## src/rtl/serial_mag_cmp_pkg.sv

```systemverilog
// Shared types and constants for the serial magnitude comparator.
//   state_e : FSM encoding (IDLE, CMP, DONE)
//   SLICE_W : bits of each operand examined per compare cycle
package serial_mag_cmp_pkg;

  localparam int unsigned SLICE_W = 2;

  typedef enum logic [1:0] {
    IDLE = 2'd0,
    CMP  = 2'd1,
    DONE = 2'd2
  } state_e;

endpackage

```

## src/rtl/serial_mag_cmp_cmp2_slice.sv

```systemverilog
// cmp2_slice: combinational compare of one 2-bit slice pair.
// Ports:
//   x, y : slices of operand A and operand B
//   eq   : x == y
//   gt   : x >  y (unsigned)
module cmp2_slice
  import serial_mag_cmp_pkg::*;
(
  input  logic [SLICE_W-1:0] x,
  input  logic [SLICE_W-1:0] y,
  output logic               eq,
  output logic               gt
);

  // Equality as a product of per-bit "both high or both low" terms.
  assign eq = ((x[1] & y[1]) | (~x[1] & ~y[1])) &
              ((x[0] & y[0]) | (~x[0] & ~y[0]));

  // Upper bit decides unless it ties, then the lower bit decides.
  assign gt = (x[1] & ~y[1]) | ((x[1] ~^ y[1]) & x[0] & ~y[0]);

endmodule

```

## src/rtl/serial_mag_cmp.sv

```systemverilog
// serial_mag_cmp: multi-cycle unsigned magnitude comparator, MSB slice first,
// two bits per cycle.
// Ports:
//   clk, reset       : rising-edge clock, asynchronous active-high reset
//   start            : compare request, only honoured in IDLE
//   a, b             : W-bit operands, captured on the accepting edge
//   busy             : high in CMP and DONE
//   done             : one-cycle pulse, result flags valid
//   aeqb, agtb, altb : one-hot result, held until next accepted start
// Build option: SERIAL_MAG_CMP_CONST_TIME_EN removes the early exit so every
// compare takes W/2 cycles regardless of operand values.
module serial_mag_cmp #(
  parameter  int unsigned W  = 8,
  localparam int unsigned CW = $clog2(W/2 + 1)
) (
  input  logic         clk,
  input  logic         reset,
  input  logic         start,
  input  logic [W-1:0] a,
  input  logic [W-1:0] b,
  output logic         busy,
  output logic         done,
  output logic         aeqb,
  output logic         agtb,
  output logic         altb
);
  import serial_mag_cmp_pkg::*;

  generate
    if (W < 2 || (W % 2) != 0) begin : g_bad_w
      $error("serial_mag_cmp: W must be even and >= 2");
    end
  endgenerate

  state_e         state_q, state_d;
  logic [W-1:0]   sa_q, sa_d;
  logic [W-1:0]   sb_q, sb_d;
  logic [CW-1:0]  cnt_q, cnt_d;
  logic           busy_q, busy_d;
  logic           done_q, done_d;
  logic           aeqb_q, aeqb_d;
  logic           agtb_q, agtb_d;
  logic           altb_q, altb_d;
  logic           sl_eq, sl_gt;
`ifdef SERIAL_MAG_CMP_CONST_TIME_EN
  logic           dec_q, dec_d;
`endif

  // Top slice of the registered operands is the only thing compared each cycle.
  cmp2_slice u_slice (
    .x  (sa_q[W-1 -: SLICE_W]),
    .y  (sb_q[W-1 -: SLICE_W]),
    .eq (sl_eq),
    .gt (sl_gt)
  );

  // Next-state, datapath and result-flag logic.
  always_comb begin
    state_d = state_q;
    sa_d    = sa_q;
    sb_d    = sb_q;
    cnt_d   = cnt_q;
    aeqb_d  = aeqb_q;
    agtb_d  = agtb_q;
    altb_d  = altb_q;
`ifdef SERIAL_MAG_CMP_CONST_TIME_EN
    dec_d   = dec_q;
`endif
    case (state_q)
      IDLE: begin
        if (start) begin
          sa_d    = a;
          sb_d    = b;
          cnt_d   = CW'(W/2);
          aeqb_d  = 1'b0;
          agtb_d  = 1'b0;
          altb_d  = 1'b0;
`ifdef SERIAL_MAG_CMP_CONST_TIME_EN
          dec_d   = 1'b0;
`endif
          state_d = CMP;
        end
      end
      CMP: begin
`ifdef SERIAL_MAG_CMP_CONST_TIME_EN
        // First differing slice latches the verdict; later slices are ignored.
        if (!dec_q && !sl_eq) begin
          dec_d  = 1'b1;
          agtb_d = sl_gt;
          altb_d = ~sl_gt;
        end
        if (cnt_q == CW'(1)) begin
          aeqb_d  = ~dec_q & sl_eq;
          state_d = DONE;
        end else begin
          sa_d  = sa_q << SLICE_W;
          sb_d  = sb_q << SLICE_W;
          cnt_d = cnt_q - CW'(1);
        end
`else
        if (!sl_eq) begin
          agtb_d  = sl_gt;
          altb_d  = ~sl_gt;
          state_d = DONE;
        end else if (cnt_q == CW'(1)) begin
          aeqb_d  = 1'b1;
          state_d = DONE;
        end else begin
          sa_d  = sa_q << SLICE_W;
          sb_d  = sb_q << SLICE_W;
          cnt_d = cnt_q - CW'(1);
        end
`endif
      end
      DONE:    state_d = IDLE;
      default: state_d = IDLE;
    endcase
    // Moore status flags registered from the next state.
    busy_d = (state_d != IDLE);
    done_d = (state_d == DONE);
  end

  // State and datapath registers.
  always_ff @(posedge clk or posedge reset) begin
    if (reset) begin
      state_q <= IDLE;
      sa_q    <= '0;
      sb_q    <= '0;
      cnt_q   <= '0;
      busy_q  <= 1'b0;
      done_q  <= 1'b0;
      aeqb_q  <= 1'b0;
      agtb_q  <= 1'b0;
      altb_q  <= 1'b0;
`ifdef SERIAL_MAG_CMP_CONST_TIME_EN
      dec_q   <= 1'b0;
`endif
    end else begin
      state_q <= state_d;
      sa_q    <= sa_d;
      sb_q    <= sb_d;
      cnt_q   <= cnt_d;
      busy_q  <= busy_d;
      done_q  <= done_d;
      aeqb_q  <= aeqb_d;
      agtb_q  <= agtb_d;
      altb_q  <= altb_d;
`ifdef SERIAL_MAG_CMP_CONST_TIME_EN
      dec_q   <= dec_d;
`endif
    end
  end

  assign busy = busy_q;
  assign done = done_q;
  assign aeqb = aeqb_q;
  assign agtb = agtb_q;
  assign altb = altb_q;

endmodule

```

## config.mk

```make
export PLATFORM = sky130hd
export DESIGN_NAME = serial_mag_cmp
export DESIGN_NICKNAME = d
export VERILOG_FILES = /design/src/rtl/serial_mag_cmp_pkg.sv /design/src/rtl/serial_mag_cmp_cmp2_slice.sv /design/src/rtl/serial_mag_cmp.sv
export SDC_FILE = /design/constraint.sdc
export NUM_CORES = 1
export LEC_CHECK = 0
export BUFFER_PORTS_ARGS = -buffer_cell sky130_fd_sc_hd__clkbuf_2
export CAP_MARGIN = 5
export CORE_AREA = 5 5 80 82
export CTS_CLUSTER_SIZE = 30
export DETAILED_ROUTE_END_ITERATION = 10
export DIE_AREA = 0 0 85 87
export GPL_ROUTABILITY_DRIVEN = 0
export PLACE_DENSITY = 0.38
export SLEW_MARGIN = 40
export SYNTH_ARGS = -nofsm -noshare
export SYNTH_HDL_FRONTEND = slang
export SYNTH_SLANG_ARGS = --single-unit
```

## constraint.sdc

```tcl
create_clock -name clk -period 2.2 [get_ports clk]
set_input_delay 0.55 -clock clk [delete_from_list [all_inputs] [get_ports clk]]
set_output_delay 0.55 -clock clk [all_outputs]
set_load 0.1 [all_outputs]
```

== After elaboration in Yosys (flattened, before gate mapping) ==
Cells that the tools add are included.

* Bitwise logic cells: 17
* Equality and inequality tests: 8
* $add $sub $neg: 1
* Reduce and logical (&&, ||, !) cells: 6
* Multiplexer cells: 24

{| class="wikitable"
|+ Operators by type and width
! kind !! number
|-
| 8-bit 2-to-1 mux || 6
|-
| 8-bit one-hot mux with 2 select lines || 2
|-
| 2-bit != test, second input constant || 5
|-
| 3-bit 2-to-1 mux || 3
|-
| 1-bit AND || 8
|-
| 4-bit AND reduction || 2
|-
| 2-bit 2-to-1 mux || 3
|-
| 1-bit one-hot mux with 2 select lines || 3
|-
| 3-bit one-hot mux with 2 select lines || 1
|-
| 1-bit 2-to-1 mux || 5
|-
| 1-bit inverter || 5
|-
| 2-bit one-hot mux with 2 select lines || 1
|-
| 2-bit nonzero test || 2
|-
| 3-bit by 1-bit equality test with 1-bit output, second input constant || 1
|-
| 1-bit OR || 3
|-
| 3-bit AND reduction || 1
|-
| 3-bit by 1-bit subtractor with 3-bit output, second input constant || 1
|-
| 2-bit by 1-bit equality test with 1-bit output, second input constant || 1
|-
| 2-bit equality test, second input constant || 1
|-
| 2-bit logical NOT || 1
|-
| 1-bit bitwise XNOR || 1
|}

* Flip-flop bits (word level): 26
* Input bits: 19
* Word-level logic and storage cells: 65

== Longest topological paths before layout ==
Gate-level depths: netlist of the first run.

* Depth in word-level cells: 7
* Mapped depth: 8

== Modules after synthesis ==
A second synthesis of the first run with hierarchy kept.

* Cells, all modules: 124
* Area total of the unflattened synthesis: 1310.0 sq um

{| class="wikitable"
|+ By module, submodules not included
! module !! area each (sq um) !! instances !! sequential area each (sq um) !! cells an instance
|-
| serial_mag_cmp || 1266.2 || 1 || 650.6 || 118
|-
| cmp2_slice || 43.8 || 1 || 0.0 || 6
|}

== Worst setup path before layout of the first run ==
Ideal clock, no wire load.

* Path kind: register to register
* Start point: register cnt_q[0]
* End point: register sa_q[2]
* Setup time: 128 ps
* Path slack: 395 ps
* Data required time: 2072 ps
* Buffers on the path: 2
* Data arrival time: 1676 ps
* Clock period less this slack: 1805 ps
* Stages on the path, launching flop included: 8
* Path through: dfrtp_1 -> ha_1 -> nor2b_1 -> a21oi_1 -> and2_4 -> buf_6 -> buf_12 -> a21oi_4

* Word-level cells in the longest chain between the ends: 3

{| class="wikitable"
|+ Ends and longest elaborated chain
! what !! RTL line !! text
|-
| start, declared || serial_mag_cmp.sv:38 || <nowiki>logic [CW-1:0] cnt_q, cnt_d;</nowiki>
|-
| start signal, assigned || serial_mag_cmp.sv:142 || <nowiki>cnt_q <= cnt_d;</nowiki>
|-
| 3-bit by 1-bit equality test with 1-bit output || serial_mag_cmp.sv:105 || <nowiki>end else if (cnt_q == CW'(1)) begin</nowiki>
|-
| 2-bit != test (no source line) || - ||
|-
| 4-bit AND reduction (no source line) || - ||
|-
| end signal, assigned || serial_mag_cmp.sv:127 || <nowiki>sa_q <= '0;</nowiki>
|-
| end signal, assigned || serial_mag_cmp.sv:140 || <nowiki>sa_q <= sa_d;</nowiki>
|-
| end, declared || serial_mag_cmp.sv:36 || <nowiki>logic [W-1:0] sa_q, sa_d;</nowiki>
|}

No other way between the ends.
A chain may end at the register's enable or synchronous reset.

== Worst setup path after layout of the first run ==
* Start point: register sb_q[6]
* End point: register cnt_q[0]

* Word-level cells in the longest chain between the ends: 6
* Elaborated cells on any way between the ends: 7

{| class="wikitable"
|+ Ends and longest elaborated chain
! what !! RTL line !! text
|-
| start, declared || serial_mag_cmp.sv:37 || <nowiki>logic [W-1:0] sb_q, sb_d;</nowiki>
|-
| start signal, assigned || serial_mag_cmp.sv:128 || <nowiki>sb_q <= '0;</nowiki>
|-
| start signal, assigned || serial_mag_cmp.sv:141 || <nowiki>sb_q <= sb_d;</nowiki>
|-
| 1-bit inverter || serial_mag_cmp_cmp2_slice.sv:17 || <nowiki>((x[0] & y[0]) | (~x[0] & ~y[0]));</nowiki>
|-
| 1-bit AND || serial_mag_cmp_cmp2_slice.sv:17 ||
|-
| 1-bit OR (*) || serial_mag_cmp_cmp2_slice.sv:17 ||
|-
| 1-bit AND (*) || serial_mag_cmp_cmp2_slice.sv:16 || <nowiki>assign eq = ((x[1] & y[1]) | (~x[1] & ~y[1])) &</nowiki>
|-
| 2-bit != test (no source line) (*) || - ||
|-
| 4-bit AND reduction (no source line) (*) || - ||
|}

Mark *: on every way between the ends. The rest lies on a longest branch, timed or not.

==> impl_metrics.json, run 1 <==
{
  "drv_slew": 0,
  "dr_wl_met2_mm": 1.26,
  "synth.avg_cell_area_um2": 10.7,
  "synth_seq_cells": 26,
  "critPathRequiredTime_ns": 2.36,
  "hpwl_mm": 1.97,
  "finalHoldViolCount": 0,
  "clock_skew_ns": 0.00121,
  "n_fill_cell": 620,
  "drive_gt1_share_pct": 29.3,
  "ir_drop_uv": 462,
  "path_clk_slew_ns": 0.09,
  "grt_pass1_wl_mm": 5.03,
  "syn_area_um2": 1360,
  "status": "finished, final reports clean",
  "p_sw_share_pct": 47.0,
  "start_util_pct": 24.0,
  "seq_area_frac_synth_pct": 47.8,
  "drcViolationCount": 0,
  "clk_latency_ns": 0.26,
  "yosysTopAreaCellShare_pct": 47.8,
  "dieArea_um2": 7400,
  "htreeDepth": 1,
  "tightest_slew_ns": 0.544,
  "final.period_utilization_pct": 80.2,
  "die-width_um": 85,
  "clock-sinks": 26,
  "layout.nets": 174,
  "grt_usage_pct": 8.55,
  "synth_fp_nets": 149,
  "synth_edf_count": 0,
  "drtPass1Iterations": 4,
  "grt_setup_unrepaired": "false",
  "cp_slowest_cell": "dfrtp_1",
  "wl_met1_mm": 1.46,
  "via_count": 963,
  "grt.overflow.total": 0,
  "max_freq_ghz": 0.567,
  "r2r_end": "cnt_q[0]",
  "power_frac_comb_pct": 56.2,
  "slowest_delay_ns": 0.41,
  "cts_root_buf": "clkbuf_8",
  "cts_tree": "done",
  "grt_pass1_vias": 1010,
  "crit_chain": "xnor2_1, a31o_1, and2_4, mux2_2",
  "wl_per_cell_um": 12.7,
  "rr_worst_depth": 4,
  "wl_met3_um": 119,
  "cts_resized": 0,
  "drt_wl_total_mm": 2.86,
  "synthArstFlopShare_pct": 100,
  "cts.path.max_buffers": 2,
  "coreArea_um2": 5680,
  "numCtsBuffers": 3,
  "rrSetupSlack_ns": 0.43,
  "p_int_mw": 1.28,
  "finalPower_mw": 2.42,
  "layout_commonest_cell": "dfrtp_1",
  "seq_power_share_pct": 32.8,
  "synthDistinctLibCells": 26,
  "maxCapViolCount": 0,
  "setup_viol": 0,
  "pin_count": 24,
  "syn_to_final_growth_pct": 16.8,
  "num_rows": 28,
  "switchingPower_mw": 1.14,
  "min_period_ns": 1.77,
  "antenna_left": 0,
  "die_y_um": 87,
  "yosysWarnings": 0,
  "crit_type": "flip-flop to flip-flop",
  "routed.top_layer": "met4",
  "netlist_instances": 127,
  "fin_tns_setup_ns": 0,
  "grt_max_degree": 29,
  "worst_setup_path_end_kind": "flip-flop",
  "p_leak_nw": 0.730,
  "port_buffers": 23,
  "placed_area_um2": 1550,
  "final_area_um2": 1590,
  "r2r_start": "sb_q[6]",
  "yosys-top-cells-area": "dfrtp_1 48%, a21oi_4 11%, a21oi_1 8.4%",
  "synth_area_leader_cell": "dfrtp_1",
  "min_path_type": "input port to asynchronous set/reset pin",
  "cts_setup_buffers": 0,
  "drt_iter0_drc": 24,
  "pwr-share-clk_pct": 10.9,
  "layout_common_cells": "26 x dfrtp_1, 23 x a21oi_1, 23 x clkbuf_2",
  "antenna_cells": 0,
  "critPathArrivalTime_ns": 1.92,
  "slew_headroom_pct": 63.9,
  "ctsHoldBuffers": 0,
  "power_density_nw_per_um2": 1520,
  "crit_fanout": 14,
  "synth_top_flop_cell": "dfrtp_1",
  "antenna_found_initial": 0,
  "cp-start-kind": "flip-flop",
  "avgViaCountPerCell": 4.28
}
-- power groups by stage --
stage / sequential [mW] / combinational (mW) / clock, mW
after global routing: 0.824 / 1.50 / 0.307
after detailed placement: 0.808 / 1.38 / 0
after floorplan: 0.988 / 0.989 / 0
after global placement: 0.802 / 1.37 / 0
final: 0.796 / 1.36 / 0.265
after CTS: 0.799 / 1.39 / 0.282
-- layout make-up --
type | count | area [um2] | share of cell area [%]
inverter | 10 | 37.5 | 2.36
sequential | 26 | 651 | 40.9
clock buffer | 3 | 41.3 | 2.59
tap | 75 | 93.8 | 5.90
multi-input combinational | 83 | 616 | 38.7
timing repair buffer | 28 | 153 | 9.59
-- worst max path at each step --
stage	start	endpoint	slack (ns)	depth (start not counted)
6_report	sb_q[6]	cnt_q[0]	0.43	4
4_1_cts	sb_q[6]	cnt_q[0]	0.41	4
3_3_place_gp	start	cnt_q[0]	0.45	5
5_1_grt	sb_q[6]	cnt_q[0]	0.33	4
2_1_floorplan	cnt_q[0]	sa_q[2]	0.40	7
3_5_place_dp	sb_q[6]	cnt_q[0]	0.44	4
-- metrics by stage --
step | setup WS (ns) | cells | hold slack (ns) | utilization [%]
after floorplan | 0.395 | 127 | 0.480 | -
after global placement | 0.445 | 222 | 0.491 | 27.3
after detailed placement | 0.435 | 222 | 0.503 | 27.3
after CTS | 0.415 | 225 | 0.328 | 28.0
after global routing | 0.326 | 225 | 0.353 | 28.0
final | 0.435 | 225 | 0.314 | 28.0
-- synth_stat cells (2+ instances only) --
cell and number:
a21oi_4 9, nor3_1 2, o21ai_0 5, dfrtp_1 26, nor2_1 11, nor2b_1 4, a21oi_1 23, mux2i_1 8
ha_1 3, clkbuf_1 2, buf_2 4, inv_1 10, mux2_2 3, nand4_1 5
-- routing by layer --
| metal | vias up | global-route usage [%] |
|---|---|---|
| met5 | - | 0 |
| met4 | 0 | 1.29 |
| met3 | 2 | 2.37 |
| met2 | 22 | 13.6 |
| met1 | 453 | 11.9 |
| li1 | 486 | - |
-- logic make-up after synthesis --
kind of cell / Yosys count / synth area share, %
AOI/OAI and AO/OA: 41 / 23.3
xor gates and xnor gates: 1 / 0.643
adders and majority gates: 3 / 2.76
buffers and inverters: 18 / 7.07
DFF: 26 / 47.7
muxes: 11 / 8.36
and+or+nand+nor: 27 / 10.1
-- registers in the layout (all words and copies together), names as in the netlist --
signal,count
sa_q,8
sb_q,8
cnt_q,3
state_q,2
aeqb,1
agtb,1
altb,1
busy,1
done,1
-- worst max-delay path, delay by kind of cell (launching register included) --
| family | cells | cell delay [ns] |
|---|---|---|
| xor gates and xnor gates | 1 | 0.34 |
| AOI/OAI and AO/OA | 1 | 0.22 |
| and+or+nand+nor | 1 | 0.32 |
| muxes | 1 | 0.37 |
| DFF | 1 | 0.41 |
Note: power is estimated with default switching activity, not from simulation.
==> inputs of run 2 (changes only) <==
--- a/config.mk
+++ b/config.mk
@@ -5,14 +5,15 @@
 export SDC_FILE = /design/constraint.sdc
 export NUM_CORES = 1
 export LEC_CHECK = 0
+export ABC_AREA = 1
 export BUFFER_PORTS_ARGS = -buffer_cell sky130_fd_sc_hd__clkbuf_2
 export CAP_MARGIN = 5
-export CORE_AREA = 5 5 80 82
+export CORE_AREA = 5 5 84 86
 export CTS_CLUSTER_SIZE = 30
 export DETAILED_ROUTE_END_ITERATION = 10
-export DIE_AREA = 0 0 85 87
+export DIE_AREA = 0 0 89 91
 export GPL_ROUTABILITY_DRIVEN = 0
-export PLACE_DENSITY = 0.38
+export PLACE_DENSITY = 0.39
 export SLEW_MARGIN = 40
 export SYNTH_ARGS = -nofsm -noshare
 export SYNTH_HDL_FRONTEND = slang
==> constraint.sdc (replaced) <==
create_clock -name clk -period 1.4 [get_ports clk]
set_input_delay 0.35 -clock clk [delete_from_list [all_inputs] [get_ports clk]]
set_output_delay 0.35 -clock clk [all_outputs]
set_load 0.1 [all_outputs]
==> impl_metrics.json, run 2 <==
{
  "avgViaCountPerCell": 4.38,
  "syn_area_um2": 1510,
  "antenna_found_initial": 0,
  "synth_area_leader_cell": "dfrtp_1",
  "drive_gt1_share_pct": 33.3,
  "critPathRequiredTime_ns": 1.57,
  "cp_common_cell": "nand3_4",
  "dp_cells": 289,
  "yosysTopAreaCellShare_pct": 43.1,
  "start_util_pct": 24.3,
  "power_density_nw_per_um2": 2800,
  "r2r_start": "sa_q[7]",
  "clock-sinks": 26,
  "drt_wl_total_mm": 3.76,
  "synth_fp_nets": 204,
  "grt_max_degree": 27,
  "slowest_delay_ns": 0.42,
  "yosysWarnings": 0,
  "r2r_end": "sb_q[3]",
  "wl_per_cell_um": 12.8,
  "cp_slowest_cell": "dfrtp_1",
  "synth_most_common_cell": "nand2_1",
  "maxCapViolCount": 0,
  "max_freq_ghz": 0.740,
  "synth_top_flop_cell": "dfrtp_1",
  "port_buffers": 23,
  "antenna_left": 0,
  "min_period_ns": 1.35,
  "synthDistinctLibCells": 20,
  "grt.overflow.total": 0,
  "grt_setup_unrepaired": "true",
  "seq_area_frac_synth_pct": 43.1,
  "p_leak_nw": 1.03,
  "cts_root_buf": "clkbuf_8",
  "die_y_um": 91,
  "synth_common_cells": "64 x nand2_1, 26 x dfrtp_1, 20 x nand4_1",
  "drtPass1Iterations": 4,
  "layout_commonest_cell": "nand2_1",
  "crit_chain": "ha_4, nand3_4, nand2_4, nand3_4, buf_12, nand2_2, nand2_1",
  "cts.path.max_buffers": 2,
  "critPathArrivalTime_ns": 1.52,
  "min_path_type": "input port to asynchronous set/reset pin",
  "numCtsBuffers": 3,
  "clk_latency_ns": 0.27,
  "drcViolationCount": 0,
  "synth.avg_cell_area_um2": 8.29,
  "grt_usage_pct": 9.70,
  "crit_type": "flip-flop to flip-flop",
  "syn_to_final_growth_pct": 26.5,
  "layout_common_cells": "61 x nand2_1, 26 x dfrtp_1, 20 x nand4_1",
  "cp-start-kind": "flip-flop",
  "die-width_um": 89,
  "grt_pass1_wl_mm": 6.16,
  "synthArstFlopShare_pct": 100,
  "pin_count": 24,
  "synth_seq_cells": 26,
  "setup_viol": 0,
  "clock_skew_ns": 0.00564,
  "status": "finished, final reports clean",
  "htreeDepth": 1,
  "final.period_utilization_pct": 96.6,
  "fin_util_pct": 30.8,
  "slew_headroom_pct": 76.0,
  "netlist_instances": 182,
  "instances_no_fill": 293,
  "drv_slew": 0,
  "drt_iter0_drc": 30,
  "hpwl_mm": 2.66,
  "critPathLaunch": "sa_q[7]",
  "yosys-top-cells-area": "dfrtp_1 43%, nand2_1 16%, nand4_1 8.3%",
  "num_rows": 29,
  "path_clk_slew_ns": 0.09,
  "dieArea_um2": 8100,
  "worst_setup_path_end_kind": "flip-flop",
  "via_count": 1283,
  "synth_edf_count": 0,
  "top_regs": "sa_q x8, sb_q x8, cnt_q x3",
  "coreArea_um2": 6200,
  "layout.nets": 240,
  "rr_worst_depth": 7,
  "crit_fanout": 19,
  "ir_drop_uv": 846,
  "finalHoldViolCount": 0,
  "cts_tree": "done",
  "rrSetupSlack_ns": 0.05,
  "tightest_slew_ns": 0.361,
  "grt_pass1_vias": 1280,
  "antenna_cells": 0
}
-- run 2: changes by cell type after synthesis, moves of 5 or more --
cell	before	now
nand2_2	0	11
nand3_1	1	18
a21oi_4	9	0
o21ai_0	5	0
nor2_1	11	3
a21oi_1	23	2
nand2_1	1	64
nand4_1	5	20
mux2i_1	8	0
-- run 2: cell families after synthesis --
family	share of synthesized area (%)
AO/OA/AOI/OAI	2.07
adder cells (fa/ha/maj)	2.49
buffers and inverters	12.3
flip-flops	43.1
AND/OR/NAND/NOR	40.1
-- run 2: critical path: cells and delay by family (launching register included) --
kind                     cells  cell delay [ns]
buffers and inverters        1             0.17
flip-flops                   1             0.42
AND/OR/NAND/NOR              5             0.36
adder cells (fa/ha/maj)      1             0.30
-- run 2: power breakdown --
part           leakage [nW]  total (mW)  switching (mW)  internal [mW]
Clock                0.0216       0.437           0.244          0.193
Sequential            0.330        1.37           0.275           1.10
Combinational         0.675        3.53            2.12           1.41
-- run 2: how the worst max path moves through the flow --
stage / to / slack [ns] / depth (start not counted)
after floorplan: agtb / 0.03 / 7
after global placement: agtb / -0.0005 / 7
after detailed placement: agtb / -0.02 / 7
after CTS: sb_q[3] / 0.03 / 7
after global routing: sb_q[0] / -0.03 / 7
final: sb_q[3] / 0.05 / 7
-- run 2: cell type report --
type,count,area (um2)
Sequential cell,26,651
Tap cell,77,96.3
Timing Repair Buffer,42,353
Fill cell,684,4300
Clock buffer,3,41.3
Multi-Input combinational cell,130,709
Inverter,15,58.8
-- run 2: metrics by stage --
stage	total power [mW]	worst slack [ns]	TNS, ns	instance area [um2]	hold slack, ns
after detailed placement	4.76	-0.0234	-0.0554	1820	0.432
after CTS	5.25	0.0334	0	1870	0.130
after global routing	5.80	-0.0314	-0.374	1910	0.159
after global placement	4.76	-0.000452	-0.000452	1820	0.436
final	5.34	0.0482	0	1910	0.117
after floorplan	3.94	0.0346	0	1510	0.390
-- run 2: layer usage --
metal / track usage, % / up-vias / part of all wire [%]
met5: 0 / - / 0
met4: 3.72 / 0 / 2.1
met2: 15.0 / 20 / 47
met3: 1.45 / 6 / 3.3
li1: - / 658 / -
met1: 13.5 / 599 / 48
-- run 2: timing repair --
action                                  4_1_cts  5_1_grt
hold buffers                                  0        0
gates resized for setup                       2        7
endpoints found under the setup margin        4       21
buffers inserted                              0        1
==> inputs of run 3 (changes only) <==
==> constraint.sdc (replaced) <==
create_clock -name clk -period 1.4 [get_ports clk]
set_input_delay 0.35 -clock clk [delete_from_list [all_inputs] [get_ports clk]]
set_output_delay 0.35 -clock clk [all_outputs]
set_load 0.05 [all_outputs]
==> impl_metrics.json, run 3 (same netlist as run 2, synthesis figures left out) <==
{
  "final_area_um2": 1940,
  "cp.buffers_inverters": 1,
  "cts.path.max_buffers": 2,
  "crit_fanout": 7,
  "clk_latency_ns": 0.27,
  "min_path_type": "input port to asynchronous set/reset pin",
  "wl_per_cell_um": 13.0,
  "critPathRequiredTime_ns": 1.57,
  "slew_headroom_pct": 77.1,
  "status": "finished, final reports clean",
  "grt_usage_pct": 10.6,
  "cp_common_cell": "nand3_4",
  "place_ws_ns": -0.00256,
  "antenna_found_initial": 0,
  "antenna_left": 0,
  "instances_no_fill": 297,
  "top_regs": "sa_q x8, sb_q x8, cnt_q x3",
  "n_fill_cell": 676,
  "clock-sinks": 26,
  "worst_setup_path_end_kind": "flip-flop",
  "pin_count": 24,
  "max_freq_ghz": 0.724,
  "dp_cells": 289,
  "setup_viol": 0,
  "fin_tns_setup_ns": 0,
  "avgViaCountPerCell": 4.30,
  "cp-start-kind": "flip-flop",
  "p_leak_nw": 1.06,
  "finalHoldViolCount": 0,
  "cp_slowest_cell": "dfrtp_1",
  "drive_gt1_share_pct": 40.9,
  "crit_chain": "ha_4, nand3_4, nand2_4, nand3_4, clkbuf_16, nand2_2, nand2_1",
  "grt_setup_unrepaired": "true",
  "coreArea_um2": 6200,
  "drt_iter0_drc": 24,
  "layout_commonest_cell": "nand2_1",
  "port_buffers": 23,
  "hpwl_mm": 2.69,
  "slowest_delay_ns": 0.42,
  "power_density_nw_per_um2": 2760,
  "grt_pass1_vias": 1382,
  "via_count": 1278,
  "tightest_slew_ns": 0.343,
  "drv_slew": 0,
  "drcViolationCount": 0,
  "syn_to_final_growth_pct": 28.4,
  "die_y_um": 91,
  "setup_slack_ns": 0.0181,
  "numCtsBuffers": 3,
  "cts_root_buf": "clkbuf_8",
  "whs_ns": 0.106,
  "placed_area_um2": 1740,
  "critPathArrivalTime_ns": 1.55,
  "die-width_um": 89,
  "crit_type": "flip-flop to flip-flop",
  "layout_common_cells": "50 x nand2_1, 26 x dfrtp_1, 23 x clkbuf_2",
  "grt_pass1_wl_mm": 6.89,
  "ir_drop_uv": 721,
  "ctsHoldBuffers": 0,
  "grt.overflow.total": 0,
  "num_rows": 29,
  "cp_top_family": "flip-flops",
  "antenna_cells": 0,
  "htreeDepth": 1,
  "min_period_ns": 1.38,
  "layout.nets": 243,
  "final.period_utilization_pct": 98.7,
  "cts_tree": "done",
  "drt_wl_total_mm": 3.86,
  "path_clk_slew_ns": 0.09,
  "clock_skew_ns": 0.00281,
  "drtPass1Iterations": 4,
  "grt_max_degree": 27,
  "dieArea_um2": 8100,
  "start_util_pct": 24.3,
  "maxCapViolCount": 0
}
==> run 3: layer usage <==
| metal | routed length (um) | up-vias | GRT usage, % | share of wire (%) |
|---|---|---|---|---|
| met5 | 0 | - | 0 | 0 |
| met4 | 68 | 0 | 3.23 | 1.8 |
| met3 | 139 | 6 | 1.72 | 3.6 |
| met2 | 1700 | 20 | 15.8 | 44 |
| met1 | 1950 | 586 | 15.6 | 50 |
| li1 | - | 666 | - | - |
==> run 3: worst paths after layout <==
path,start,end,slack (ns),cells past startpoint
max,sa_q[7],sa_q[2],0.02,7
min,reset,sb_q[6],0.11,3
max reg2reg,sa_q[7],sa_q[2],0.02,7
min reg2reg,aeqb,aeqb,0.49,2
max in group asynchronous,reset,cnt_q[0],1.04,3
min in group clk,a[1],sa_q[1],0.30,3
==> run 3: worst min-delay path, delay by kind of cell <==
kind / cells / cell delay [ns]
buffers and inverters: 3 / 0.44
==> run 3: final cells by class <==
class	instances	area [um2]	share of cell area (%)
timing repair buffer	45	318	16.4
tap	77	96.3	4.97
inverter	15	58.8	3.03
sequential	26	651	33.6
clock buffer	4	55.1	2.84
multi-input combinational	130	759	39.2
==> run 3: what timing repair did <==
| item | in CTS | in global routing |
|---|---|---|
| endpoints found under the setup margin | 20 | 22 |
| pin swaps | 0 | 3 |
| resized for setup | 1 | 26 |
| endpoints found under the hold margin | 0 | 0 |
| setup buffers | 0 | 3 |
| cloned | 0 | 1 |
==> run 3: metrics by stage <==
stage / power (mW) / utilization [%]
floorplan: 3.70 / -
global placement: 4.33 / 28.1
detailed placement: 4.33 / 28.1
CTS: 4.86 / 29.0
global route: 5.87 / 31.2
finish: 5.35 / 31.2
==> run 3: power by group <==
part	total, mW	switching, mW	internal, mW
clock network	0.499	0.247	0.252
logic	3.49	2.03	1.46
registers	1.36	0.265	1.10
